--- config.mk ---
export PLATFORM = sky130hd
export DESIGN_NAME = spi_frame_loader
export DESIGN_NICKNAME = d
export VERILOG_FILES = /design/src/rtl/spi_frame_loader_pkg.sv /design/src/rtl/spi_sync.sv /design/src/rtl/spi_frame_loader.sv
export SDC_FILE = /design/constraint.sdc
export NUM_CORES = 1
export LEC_CHECK = 0
export BUFFER_PORTS_ARGS = -buffer_cell sky130_fd_sc_hd__buf_2
export CELL_PAD_IN_SITES_DETAIL_PLACEMENT = 0
export CELL_PAD_IN_SITES_GLOBAL_PLACEMENT = 2
export CORE_MARGIN = 4
export CORE_UTILIZATION = 25
export CTS_CLUSTER_SIZE = 40
export DETAILED_ROUTE_END_ITERATION = 7
export GPL_ROUTABILITY_DRIVEN = 0
export PLACE_DENSITY_LB_ADDON = 0.08
export SKIP_CTS_REPAIR_TIMING = 1
export SKIP_LAST_GASP = 1
export SLEW_MARGIN = 5
export SYNTH_ARGS = -nofsm -noshare
export SYNTH_HDL_FRONTEND = slang
export SYNTH_SLANG_ARGS = --single-unit
--- constraint.sdc ---
create_clock -name clk -period 3.7 [get_ports clk]
set_input_delay 0.37 -clock clk [delete_from_list [all_inputs] [get_ports clk]]
set_output_delay 0.37 -clock clk [all_outputs]
set_load 0.01 [all_outputs]
--- src/rtl/spi_frame_loader_pkg.sv ---
// spi_frame_loader_pkg: shared LED chain defaults and frame-size helper for loader and serializer
package spi_frame_loader_pkg;
    localparam int DEF_LED_CNT       = 3;
    localparam int DEF_CHANNELS      = 3;
    localparam int DEF_BITPERCHANNEL = 8;

    function automatic int frame_bits(input int leds, input int channels, input int bits);
        return leds * channels * bits;
    endfunction
endpackage

--- src/rtl/spi_sync.sv ---
// spi_sync: 2-FF synchronizer with rise/fall detection against a third registered copy
//   clk, reset : system clock, synchronous active-high reset
//   din        : asynchronous input
//   sync       : synchronized level
//   rise, fall : one-cycle edge pulses on the synchronized level
module spi_sync #(
    parameter logic INIT = 1'b0
) (
    input  logic clk,
    input  logic reset,
    input  logic din,
    output logic sync,
    output logic rise,
    output logic fall
);
    logic [2:0] q;

    // Reset to the line's idle level so leaving reset never fakes an edge
    always_ff @(posedge clk)
        if (reset) q <= {3{INIT}};
        else       q <= {q[1:0], din};

    assign sync = q[1];
    assign rise = q[1] & ~q[2];
    assign fall = ~q[1] & q[2];
endmodule

--- src/rtl/spi_frame_loader.sv ---
// spi_frame_loader: SPI mode-0 write-only receiver that commits whole frames atomically to data
//   clk, reset         : system clock, synchronous active-high reset
//   spi_sclk/mosi/cs_n : asynchronous SPI inputs
//   data               : committed frame, first wire bit in data[0]
//   frame_strobe       : one-cycle pulse when data updates
//   frame_error        : one-cycle pulse when a frame is discarded
//   busy               : high while receiving
module spi_frame_loader
    import spi_frame_loader_pkg::*;
#(
    parameter int LED_CNT       = DEF_LED_CNT,
    parameter int CHANNELS      = DEF_CHANNELS,
    parameter int BITPERCHANNEL = DEF_BITPERCHANNEL,
    parameter int DATAWIDTH     = frame_bits(LED_CNT, CHANNELS, BITPERCHANNEL)
) (
    input  logic                 clk,
    input  logic                 reset,
    input  logic                 spi_sclk,
    input  logic                 spi_mosi,
    input  logic                 spi_cs_n,
    output logic [DATAWIDTH-1:0] data,
    output logic                 frame_strobe,
    output logic                 frame_error,
    output logic                 busy
);
    localparam int CW = $clog2(DATAWIDTH + 1);
    localparam logic [CW-1:0] FULL = CW'(DATAWIDTH);
    localparam logic [1:0] IDLE    = 2'd0;
    localparam logic [1:0] RECEIVE = 2'd1;
    localparam logic [1:0] COMMIT  = 2'd2;

    logic [1:0]           state;
    logic [DATAWIDTH-1:0] shadow;
    logic [CW-1:0]        count;
    logic                 overrun;
    logic [1:0]           mosi_q;
    logic                 sclk_lvl, sclk_rise, sclk_fall;
    logic                 cs_lvl, cs_rise, cs_fall;
    logic                 unused;

    spi_sync #(.INIT(1'b0)) u_sclk (
        .clk(clk), .reset(reset), .din(spi_sclk),
        .sync(sclk_lvl), .rise(sclk_rise), .fall(sclk_fall)
    );

    spi_sync #(.INIT(1'b1)) u_cs (
        .clk(clk), .reset(reset), .din(spi_cs_n),
        .sync(cs_lvl), .rise(cs_rise), .fall(cs_fall)
    );

    assign unused = ^{sclk_lvl, sclk_fall, cs_lvl};
    assign busy   = state == RECEIVE;

    // MOSI has been stable for half an SCLK period, so its plain 2-FF copy aligns with sclk_rise
    always_ff @(posedge clk)
        if (reset) mosi_q <= '0;
        else       mosi_q <= {mosi_q[0], spi_mosi};

    always_ff @(posedge clk) begin
        if (reset) begin
            state        <= IDLE;
            shadow       <= '0;
            count        <= '0;
            overrun      <= 1'b0;
            data         <= '0;
            frame_strobe <= 1'b0;
            frame_error  <= 1'b0;
        end else begin
            frame_strobe <= 1'b0;
            frame_error  <= 1'b0;
            case (state)
                IDLE:
                    if (cs_fall) begin
                        count   <= '0;
                        overrun <= 1'b0;
                        state   <= RECEIVE;
                    end
                // cs_n release wins over a coincident sclk edge
                RECEIVE:
                    if (cs_rise) begin
                        if (count == FULL && !overrun) state <= COMMIT;
                        else begin
                            frame_error <= 1'b1;
                            state       <= IDLE;
                        end
                    end else if (sclk_rise) begin
                        if (count == FULL) overrun <= 1'b1;
                        else begin
                            shadow[count] <= mosi_q[1];
                            count         <= count + CW'(1);
                        end
                    end
                COMMIT: begin
                    data         <= shadow;
                    frame_strobe <= 1'b1;
                    state        <= IDLE;
                end
                default: state <= IDLE;
            endcase
        end
    end
endmodule

==> impl_metrics.csv <==
group,metric,value,unit
yosys,ys_seq_elements,164,
global_routing,grt_pass1_wl,30500,um
yosys,synth_cell_types,50,
sta,finClkSkew,0.0116,ns
yosys,yosysWarningCount,0,
critical_path,critPathMaxFanout,23,
run,maxCapViolations,0,
finish,fin_util,0.301,
floorplanning,core_region_area,0.0273,mm^2
critical_path,path_cells,"nor2b_1 > and4_1 > a21oi_1 > o32ai_1",
critical_path,critical_path_class,"register to register",
sta,finalHoldViolations,0,
floorplanning,rows,60,
yosys,yosysSeqAreaShare,0.469,
finish,num_antenna_cells,0,
sta,rsz0062_at_grt,"no",
finish,drive_above_1_share,0.182,
clock_tree,clock_sinks,164,
sta,final.setup.tns,0,ns
sta,slew_viol_final,0,
yosys,ys.flop_type,"dfxtp_1",
detailed_routing,first_pass_iters,4,
floorplanning,die_x,175,um
yosys,synth_nets,806,
detailed_routing,drc,0,
clock_tree,clock_latency,0.43,ns
finish,n_fill_cell,2966,
hold_path,hp-class,"primary input to register",
critical_path,slowest_stage,"dfxtp_1",
clock_tree,cts.clk_slew.worst_paths,0.07,ns
global_routing,grt_pass1_vias,5576,
finish,area_growth,17.2,%
pwr,vdd.ir_drop.worst,224,uV
critical_path,regToRegStartpoint,"count[3]",
critical_path,cp.required,4.03,ns
pwr,p_per_area,443,mW/mm^2
sta,worst_pin_slew,0.959,ns
detailed_routing,drt_wl_total,18500,um
critical_path,critPathLaunchType,"register",
floorplanning,fp.dieArea,0.0307,mm^2
placed_design,dpl.hpwl,11000,um
sta,finalCritPeriodShare,0.688,
critical_path,crit_path_end_kind,"register",
global_routing,antenna_found_initial,0,
sta,setup_viol,0,
yosys,syn_area,0.00700,mm^2
floorplanning,die_h,175,um
finish,nets,838,
detailed_routing,via_per_inst,4.48,
detailed_routing,drt-initial-drc-count,218,
pwr,p_leak,3.20,nW
floorplanning,start_util,0.257,
floorplanning,io_pins,80,
global_routing,grt_start_max_net_pins,87,
clock_tree,htreeDepth,4,
clock_tree,cts_inserted_buffers,17,
yosys,avgSynthCellArea,8.76,um^2
clock_tree,cts_buffer_depth,2,
placed_design,numPortBuffers,79,
global_routing,grt_usage,0.124,
hold_path,hold_path.startpoint,"spi_cs_n",
critical_path,worstPathArrival,2.88,ns
detailed_routing,final_antenna_net_count,0,
global_routing,overflow,0,
sta,min_period,2.54,ns
yosys,syn_inst,799,
clock_tree,cts_tree,"yes",
yosys,synth_edf_count,0,
detailed_routing,wire_per_inst,15.2,um
critical_path,cp-startpoint,"count[3]",
clock_tree,cts_root_buf,"clkbuf_16",
sta,maxSlewHeadroom,0.360,
status,status,"completed",
detailed_routing,num_vias,5442,
sta,max_freq,393,MHz
yosys,ys_async_sr_fraction,0,
critical_path,cp_slowest_stage_delay,0.93,ns
[stage by stage]
stage / setup slack (ns) / cells / hold WS (ns) / power (mW) / instance area (um^2)
after global routing: 0.922 / 1216 / 0.109 / 3.78 / 8200
after global placement: 1.19 / 1184 / 0.397 / 1.88 / 7610
after CTS: 1.19 / 1216 / 0.0983 / 3.70 / 8200
final: 1.16 / 1216 / 0.122 / 3.63 / 8200
after floorplan: 1.78 / 799 / 0.389 / 1.86 / 7000
after detailed placement: 1.20 / 1184 / 0.396 / 1.88 / 7610
[registers in the layout (all words and copies together) (netlist names)]
| signal | count |
|---|---|
| data | 72 |
| shadow | 72 |
| count | 7 |
| u_cs.q | 3 |
| u_sclk.q | 3 |
| mosi_q | 2 |
| state | 2 |
| frame_error | 1 |
| frame_strobe | 1 |
| overrun | 1 |
[cell type report]
cell class                      instances  area [um^2]  share of cell area
Multi-Input combinational cell        554         3370               0.411
Clock buffer                           21          480              0.0586
Tap cell                              372          465              0.0568
Timing Repair Buffer                   88          465              0.0568
Clock inverter                         11          114              0.0139
Sequential cell                       164         3280               0.400
Inverter                                6         22.5             0.00275
[cells in the final DEF, fill, tap and decap left out, types with 3 or more instances in the layout]
cell type	synthesis	final
a21oi_1	77	77
buf_2	10	78
buf_4	4	10
clkbuf_16	0	17
clkbuf_8	0	4
dfxtp_1	164	163
inv_1	4	4
inv_6	0	5
mux2i_1	72	72
nand2_1	163	163
nand2b_1	80	78
nand2b_2	1	3
nand4_1	57	57
nand4bb_1	3	3
nor2_1	26	26
nor2_2	9	9
nor2b_1	8	7
nor3_1	4	4
nor4_1	7	7
nor4_2	3	3
nor4b_2	4	4
or2_2	3	3
or4b_4	4	4
[metal layers]
layer / up-vias / share of wire / track usage
met4: 0 / 0.0098 / 0.0347
li1: 2772 / - / -
met5: - / 0 / 0
met3: 12 / 0.036 / 0.0276
met2: 85 / 0.47 / 0.209
met1: 2573 / 0.48 / 0.161
[power by group]
part / total (mW) / internal, mW / leakage [nW] / switching, mW
clock network: 1.79 / 1.02 / 0.289 / 0.776
registers: 1.77 / 1.77 / 1.32 / 0.00277
logic: 0.0685 / 0.0227 / 1.59 / 0.0458
total: 3.63 / 2.81 / 3.20 / 0.824
[cell families (layout without fill, tap and decap cells)]
logic type      count (synthesis)  in the layout  synth area share
compound gates                 88             88            0.0665
flops                         164            164             0.469
fa+ha+maj                       3              3           0.00501
simple gates                  390            390             0.303
buf+inv                        81            126            0.0517
xor+xnor                        1              1           0.00125
mux                            72             72             0.103
[worst max-delay path, delay by kind of cell (launching register included)]
family / cells / cell delay [ns]
AND/OR/NAND/NOR: 2 / 0.93
flip-flops: 1 / 0.93
AO/OA/AOI/OAI: 2 / 0.59
[synthesized netlist by cell type (2+ instances only)]
library cell / instances / area share
a31oi_1: 2 / 0.0018
nor4b_2: 4 / 0.0086
nand4_1: 57 / 0.051
clkbuf_1: 52 / 0.028
nor2_2: 9 / 0.0080
mux2i_1: 72 / 0.10
and4bb_1: 2 / 0.0036
nand2b_1: 80 / 0.072
buf_6: 4 / 0.0064
dfxtp_1: 164 / 0.47
and4_1: 2 / 0.0025
nand4bb_1: 3 / 0.0048
nor2_1: 26 / 0.014
buf_4: 4 / 0.0043
a211oi_1: 2 / 0.0021
nand2_1: 163 / 0.087
or2_2: 3 / 0.0027
buf_1: 5 / 0.0027
nor3_1: 4 / 0.0029
a21oi_1: 77 / 0.055
buf_2: 10 / 0.0072
nor4_2: 3 / 0.0054
o32ai_1: 2 / 0.0025
nor4_1: 7 / 0.0063
ha_1: 2 / 0.0036
nor2b_1: 8 / 0.0072
nand3_1: 2 / 0.0014
or4b_4: 4 / 0.0079
inv_1: 4 / 0.0021
inv_2: 2 / 0.0011
[final timing paths]
path,to,slack (ns),cells after the start
hold reg to reg,u_cs.q[1],0.42,1
hold / removal,u_cs.q[0],0.12,2
setup reg to reg,count[1],1.16,4
setup / recovery,count[1],1.16,4
Note: power is estimated with default switching activity, not from simulation.
